### config.mk
export PLATFORM = sky130hd
export DESIGN_NAME = wavepipe_launch_ctrl
export DESIGN_NICKNAME = d
export VERILOG_FILES = /design/src/rtl/wavepipe_pkg.sv /design/src/rtl/wavepipe_res_fifo.sv /design/src/rtl/wavepipe_launch_ctrl.sv
export SDC_FILE = /design/constraint.sdc
export NUM_CORES = 1
export LEC_CHECK = 0
export BUFFER_PORTS_ARGS = -buffer_cell sky130_fd_sc_hd__buf_2
export CAP_MARGIN = 20
export CORE_UTILIZATION = 51
export DETAILED_ROUTE_END_ITERATION = 12
export GPL_TIMING_DRIVEN = 0
export MAX_ROUTING_LAYER = met4
export PLACE_DENSITY = 0.76
export SKIP_LAST_GASP = 1
export SLEW_MARGIN = 40
export SYNTH_ARGS = -nofsm -noshare
export SYNTH_HDL_FRONTEND = slang
export SYNTH_SLANG_ARGS = --single-unit
### constraint.sdc
create_clock -name clk -period 4 [get_ports clk]
set_input_delay 0.2 -clock clk [delete_from_list [all_inputs] [get_ports clk]]
set_output_delay 0.2 -clock clk [all_outputs]
set_load 0.05 [all_outputs]
### src/rtl/wavepipe_pkg.sv
// Shared state encoding, width defaults and helpers for the wave-pipelined launch controller.
package wavepipe_pkg;
    localparam int DATA_W_DEF = 32;
    localparam int DLY_W_DEF  = 4;
    localparam int ERR_W      = 16;

    typedef enum logic [1:0] {
        ST_IDLE  = 2'd0,
        ST_RUN   = 2'd1,
        ST_DRAIN = 2'd2
    } wp_state_e;

    // Mismatch counter sticks at all-ones instead of wrapping.
    function automatic logic [ERR_W-1:0] sat_inc(input logic [ERR_W-1:0] v);
        return (&v) ? v : v + ERR_W'(1);
    endfunction
endpackage

### src/rtl/wavepipe_res_fifo.sv
// Synchronous result FIFO; DEPTH must be a power of two so the pointers wrap naturally.
module wavepipe_res_fifo #(
    parameter int W     = 32,
    parameter int DEPTH = 4
) (
    input  logic                   clk,
    input  logic                   reset,
    input  logic                   push_i,
    input  logic [W-1:0]           push_data_i,
    input  logic                   pop_i,
    output logic [W-1:0]           head_o,
    output logic                   empty_o,
    output logic [$clog2(DEPTH):0] count_o
);
    localparam int PW = $clog2(DEPTH);

    logic [W-1:0]  mem_q [DEPTH];
    logic [PW-1:0] wr_ptr_q;
    logic [PW-1:0] rd_ptr_q;
    logic [PW:0]   count_q;

    always_ff @(posedge clk or posedge reset) begin
        if (reset) begin
            wr_ptr_q <= '0;
            rd_ptr_q <= '0;
            count_q  <= '0;
        end else begin
            if (push_i) wr_ptr_q <= wr_ptr_q + PW'(1);
            if (pop_i)  rd_ptr_q <= rd_ptr_q + PW'(1);
            case ({push_i, pop_i})
                2'b10:   count_q <= count_q + (PW+1)'(1);
                2'b01:   count_q <= count_q - (PW+1)'(1);
                default: count_q <= count_q;
            endcase
        end
    end

    // Storage is not reset; the head is only meaningful while not empty.
    always_ff @(posedge clk) begin
        if (push_i) mem_q[wr_ptr_q] <= push_data_i;
    end

    assign head_o  = mem_q[rd_ptr_q];
    assign empty_o = (count_q == '0);
    assign count_o = count_q;
endmodule

### src/rtl/wavepipe_launch_ctrl.sv
// Launch/capture controller for wave-pipelined logic with a credit-limited result FIFO.
// Defining WAVEPIPE_CHECK_EN adds expected-value tracking, res_mismatch and err_count.
module wavepipe_launch_ctrl
    import wavepipe_pkg::*;
#(
    parameter int DATA_W     = DATA_W_DEF,
    parameter int DLY_W      = DLY_W_DEF,
    parameter int FIFO_DEPTH = 4
) (
    input  logic              clk,
    input  logic              reset,
    input  logic              start,
    input  logic              stop,
    output logic              busy,
    input  logic [DLY_W-1:0]  cfg_delay,
    input  logic [DLY_W-1:0]  cfg_interval,
    input  logic              cmd_valid,
    output logic              cmd_ready,
    input  logic [DATA_W-1:0] cmd_operand,
`ifdef WAVEPIPE_CHECK_EN
    input  logic [DATA_W-1:0] cmd_expected,
    output logic              res_mismatch,
    output logic [ERR_W-1:0]  err_count,
`endif
    output logic              wp_launch,
    output logic [DATA_W-1:0] wp_operand,
    input  logic [DATA_W-1:0] wp_result,
    output logic              res_valid,
    input  logic              res_ready,
    output logic [DATA_W-1:0] res_data
);
    localparam int NSLOT = 1 << DLY_W;
    localparam int PW    = $clog2(FIFO_DEPTH);
    localparam int CNT_W = PW + 1;
    localparam int SUM_W = DLY_W + CNT_W + 1;
`ifdef WAVEPIPE_CHECK_EN
    localparam int ENTRY_W = 2 * DATA_W;
`else
    localparam int ENTRY_W = DATA_W;
`endif

    wp_state_e          state_q, state_d;
    logic [DLY_W-1:0]   delay_q, interval_q, ival_q, ival_d;
    logic [NSLOT-1:0]   waves_q, waves_d, waves_kept;
    logic               launch_q;
    logic [DATA_W-1:0]  operand_q;
    logic               fire, capture, pop, fifo_push, fifo_pop, fifo_empty;
    logic [CNT_W-1:0]   fifo_count;
    logic [SUM_W-1:0]   flight_cnt;
    logic [ENTRY_W-1:0] fifo_wdata, fifo_head;

    always_ff @(posedge clk or posedge reset) begin
        if (reset) state_q <= ST_IDLE;
        else       state_q <= state_d;
    end

    always_comb begin
        state_d = state_q;
        case (state_q)
            ST_IDLE:  if (start) state_d = ST_RUN;
            ST_RUN:   if (stop) state_d = ST_DRAIN;
            ST_DRAIN: if ((waves_q == '0) && fifo_empty) state_d = ST_IDLE;
            default:  state_d = ST_IDLE;
        endcase
    end

    // Credits: every wave in flight already owns a FIFO slot, so a capture never overflows.
    always_comb begin
        busy      = (state_q != ST_IDLE);
        cmd_ready = (state_q == ST_RUN) && (ival_q == '0) &&
                    ((flight_cnt + SUM_W'(fifo_count)) < SUM_W'(FIFO_DEPTH));
    end

    assign fire = cmd_valid && cmd_ready;

    always_comb begin
        flight_cnt = '0;
        for (int i = 0; i < NSLOT; i++) flight_cnt = flight_cnt + SUM_W'(waves_q[i]);
    end

    // Bit k of waves_q marks a wave launched k cycles ago; bit 0 coincides with wp_launch.
    always_comb begin
        waves_kept          = waves_q;
        waves_kept[delay_q] = 1'b0;
        waves_d             = (waves_kept << 1) | NSLOT'(fire);
        ival_d              = ival_q;
        if (fire)               ival_d = interval_q;
        else if (ival_q != '0)  ival_d = ival_q - DLY_W'(1);
    end

    always_ff @(posedge clk or posedge reset) begin
        if (reset) begin
            delay_q    <= '0;
            interval_q <= '0;
            ival_q     <= '0;
            waves_q    <= '0;
            launch_q   <= 1'b0;
            operand_q  <= '0;
        end else begin
            if ((state_q == ST_IDLE) && start) begin
                delay_q    <= cfg_delay;
                interval_q <= cfg_interval;
            end
            ival_q   <= ival_d;
            waves_q  <= waves_d;
            launch_q <= fire;
            if (fire) operand_q <= cmd_operand;
        end
    end

    assign wp_launch  = launch_q;
    assign wp_operand = operand_q;

    // An empty FIFO is bypassed so a result is visible in its capture cycle.
    assign capture   = waves_q[delay_q];
    assign res_valid = !fifo_empty || capture;
    assign pop       = res_valid && res_ready;
    assign fifo_push = capture && !(fifo_empty && res_ready);
    assign fifo_pop  = pop && !fifo_empty;

    always_comb begin
        if (!fifo_empty)  res_data = fifo_head[DATA_W-1:0];
        else if (capture) res_data = wp_result;
        else              res_data = '0;
    end

`ifdef WAVEPIPE_CHECK_EN
    logic [DATA_W-1:0] exp_q [FIFO_DEPTH];
    logic [PW-1:0]     exp_wr_q, exp_rd_q;
    logic [DATA_W-1:0] cap_exp, res_exp;
    logic [ERR_W-1:0]  err_q;

    // Waves finish in launch order, so expected values queue up in the same order.
    always_ff @(posedge clk) begin
        if (fire) exp_q[exp_wr_q] <= cmd_expected;
    end

    always_ff @(posedge clk or posedge reset) begin
        if (reset) begin
            exp_wr_q <= '0;
            exp_rd_q <= '0;
            err_q    <= '0;
        end else begin
            if (fire)    exp_wr_q <= exp_wr_q + PW'(1);
            if (capture) exp_rd_q <= exp_rd_q + PW'(1);
            if ((state_q == ST_IDLE) && start) err_q <= '0;
            else if (pop && res_mismatch)      err_q <= sat_inc(err_q);
        end
    end

    assign cap_exp      = exp_q[exp_rd_q];
    assign res_exp      = fifo_empty ? cap_exp : fifo_head[ENTRY_W-1:DATA_W];
    assign res_mismatch = res_valid && (res_data != res_exp);
    assign err_count    = err_q;
    assign fifo_wdata   = {cap_exp, wp_result};
`else
    assign fifo_wdata = wp_result;
`endif

    wavepipe_res_fifo #(
        .W     (ENTRY_W),
        .DEPTH (FIFO_DEPTH)
    ) u_res_fifo (
        .clk         (clk),
        .reset       (reset),
        .push_i      (fifo_push),
        .push_data_i (fifo_wdata),
        .pop_i       (fifo_pop),
        .head_o      (fifo_head),
        .empty_o     (fifo_empty),
        .count_o     (fifo_count)
    );
endmodule

==> out/qor.txt <==
Worst EP required: 3.80 ns
RSZ-0062 raised after global routing: true
Share of layout cells above drive strength 1: 0.361
Largest net degree at the start of global routing: 46
Power per cell area: 817 nW/um^2
Relative slew slack: 0.500
Synthesized instance count: 549
Total core area: 16100 um^2
Failing checks: negative setup slack
Die area: 17100 um^2
CTS tree: done
Period utilization: 1.01
Die height: 131 um
Setup Viol. Count Final: 1
Register area share after synthesis: 0.657
CP most frequent cell: fa_1
Area share of the largest cell type after synthesis: 0.454
Final Max Tran Viols: 0
CTS root buf: clkbuf_16
P_leak: 4.40 nW
Vias in the first global route: 5425
Status: complete, but fails checks
Global-route wire length before repair: 27.6 mm
Post-synthesis xor/xnor area fraction: 0.00827
Slowest-stage cell, CP: fa_1
Synth Area in Simple Gates: 0.0591
Crit path DAT: 3.83 ns
Synth Area in Compound Gates: 0.0449
Initial antenna violation count: 0
Count of different cell masters after synthesis: 40
CP peak stage delay: 0.53 ns
Overall routed net length: 18.2 mm
WS Path Type: reg2out
Most frequent cells in the layout: buf_2 (152), edfxtp_1 (128), nand2_1 (73), dfrtp_1 (68), dlygate4sd3_1 (45)
Rows: 46
YS warnings: 0
Worst hold path class: in2reg
Mapped Area: 8470 um^2
Final hold viol count: 0
Synth Area per Inst: 15.4 um^2
Die Wd: 131 um
Clock Pin Slew Worst Setup and Hold Paths: 0.06 ns
Flops & latches, synth: 197
Cell depth of the worst flop-to-flop path: 13
Critical Path Sink Type: primary output
I/O pin count: 146
Setup slack after layout: -0.0311 ns
Max_cap viols: 0
Max clock buf depth: 2
Final net count: 870
DR pass1 iterations: 5
Levels on crit path: 11
GPL Wtd Cong: 0.953
FMAX: 248 MHz
Synth Area in Adders: 0.0481
Peak VDD IR: 0.505 mV
Mapped Nets: 653
Setup Total Neg Slack: -0.0311 ns
Multiplexer share of the synthesized area: 0.150
Port Buffers: 145
Commonest non-fill, non-tap cell in the layout: buf_2
HPWL after detailed placement: 11.4 mm
Total GRT Usage: 0.228
Number of CTS-inserted buffers: 17
DRT iter0 DRCs: 351
Main combinational cell family by area after synthesis: multiplexers
CP Launch Type: register
WP buf/inv: 3
CP top delay family: adder cells
Worst-path cell chain: fa_1, inv_1, fa_1, fa_1, fa_1, inv_1, ha_1, a21o_1, nand2_1, and4_4, buf_8
GRT overflow: 0
Tot Pwr: 8.66 mW
Synthesis-to-finish area growth: 25.2%
Hold depth: 1
DRC viols: 0
Clock sink total: 197
Worst-Margin Slew: 0.746 ns
Clock skew: 0.00787 ns
Clock Latency Late Sink: 0.43 ns
Starting Density: 0.528
H-tree Lvls: 4
# diodes: 0
Routed wire per std cell: 18.3 um
Largest area contributor in the netlist: edfxtp_1
Ranking of synthesized cells by area: edfxtp_1 (45%), dfrtp_1 (20%), mux4_2 (9.0%)
Vias per cell: 5.41
Antenna violation net count after detailed routing: 0
Fillers: 1131
CP Max Fanout: 3
DR vias: 5365
Period minus WS final: 4.03 ns
[worst paths after layout]
| path | startpoint | endpoint | slack, ns |
|---|---|---|---|
| max | waves_q[0] | cmd_ready | -0.03 |
| min reg2reg | interval_q[2] | ival_q[2] | 0.50 |
| max reg2reg | waves_q[0] | wp_operand[7] | 0.14 |
| min in group asynchronous | reset | wp_operand[15] | 0.28 |
| max in group asynchronous | reset | waves_q[0] | 3.19 |
| min | wp_result[23] | u_res_fifo.mem_q[0][23] | 0.01 |
[stage by stage]
step	hold slack, ns	util	instance area (um^2)	worst slack (ns)	instances
final	0.0104	0.660	10600	-0.0311	992
after global routing	0.00126	0.660	10600	-0.187	992
after CTS	0.0000200	0.654	10500	-0.0548	986
after detailed placement	0.198	0.593	9520	-0.139	911
after global placement	0.417	0.590	9470	-0.0712	910
after floorplan	0.299	-	8480	0.0671	549
[routing by layer]
layer | wire length, um | global-route usage | vias up
met4 | 239 | 0.0744 | 0
met5 | 0 | - | -
met2 | 9150 | 0.380 | 202
met3 | 1110 | 0.0464 | 23
met1 | 7700 | 0.281 | 2705
li1 | - | - | 2435
[flip-flops by register name, indices dropped and copies added, names as in the netlist]
name and flops:
ival_q 4, waves_q 16, u_res_fifo.count_o 3, wp_operand 32
u_res_fifo.wr_ptr_q 2, interval_q 4, state_q 2, u_res_fifo.rd_ptr_q 2
u_res_fifo.mem_q 128, delay_q 4
[final cells by class]
| class | count | area [um^2] | area share |
|---|---|---|---|
| flip-flops and latches | 197 | 5570 | 0.525 |
| inverters | 39 | 149 | 0.0140 |
| repair buffers | 198 | 1280 | 0.121 |
| well taps | 216 | 270 | 0.0255 |
| clock inverters | 11 | 87.6 | 0.00826 |
| plain buffers | 27 | 164 | 0.0155 |
| clock buffers | 18 | 429 | 0.0405 |
| multi-input cells | 286 | 2650 | 0.250 |
[where the power goes]
group | internal (mW) | switching, mW | leakage (nW) | total (mW)
clock network | 0.839 | 0.687 | 0.250 | 1.53
logic | 1.31 | 2.91 | 2.09 | 4.22
registers | 2.70 | 0.223 | 2.05 | 2.92
total | 4.85 | 3.82 | 4.40 | 8.66
[synthesized netlist by cell type, drive strengths merged]
cell,number
a2111oi,2
nor3,3
a21o,1
nor4b,1
fa,11
xnor2,5
ha,15
clkbuf,13
nand3,1
and2,6
xor2,3
nor2b,5
o21ai,36
or2,1
inv,39
dfrtp,69
nor4,4
or3,2
mux2i,2
nand2,73
mux2,41
nor2,10
a31oi,7
edfxtp,128
a21oi,12
buf,14
and4,2
o2111a,2
a22o,1
mux4,34
a21boi,3
o2bb2ai,1
nand4bb,1
nor3b,1
[timing repair]
action	CTS	global route
hold buffers	43	2
endpoints found under the setup margin	27	29
resized for setup	7	10
endpoints found under the hold margin	111	5
cloned	0	1
setup buffers	3	3
pin swaps	2	0
[worst reg2reg max path, stage by stage, from the launching register on]
cell and delay, ns:
dfrtp_2 0.43, fa_1 0.53, inv_1 0.05, fa_1 0.51, fa_1 0.43, fa_1 0.50
inv_1 0.04, ha_1 0.26, a21o_1 0.17, nand2_1 0.08, nand4bb_1 0.13, buf_6 0.18
buf_8 0.16, mux2_2 0.28
[logic make-up (layout without fill, tap and decap cells)]
family | after synthesis | in the layout
buffers and inverters | 66 | 293
xor gates and xnor gates | 8 | 8
DFF | 197 | 197
adders and majority gates | 26 | 26
and+or+nand+nor | 110 | 110
muxes | 77 | 77
AOI/OAI and AO/OA | 65 | 65
Power figures use the tool's default switching activity.
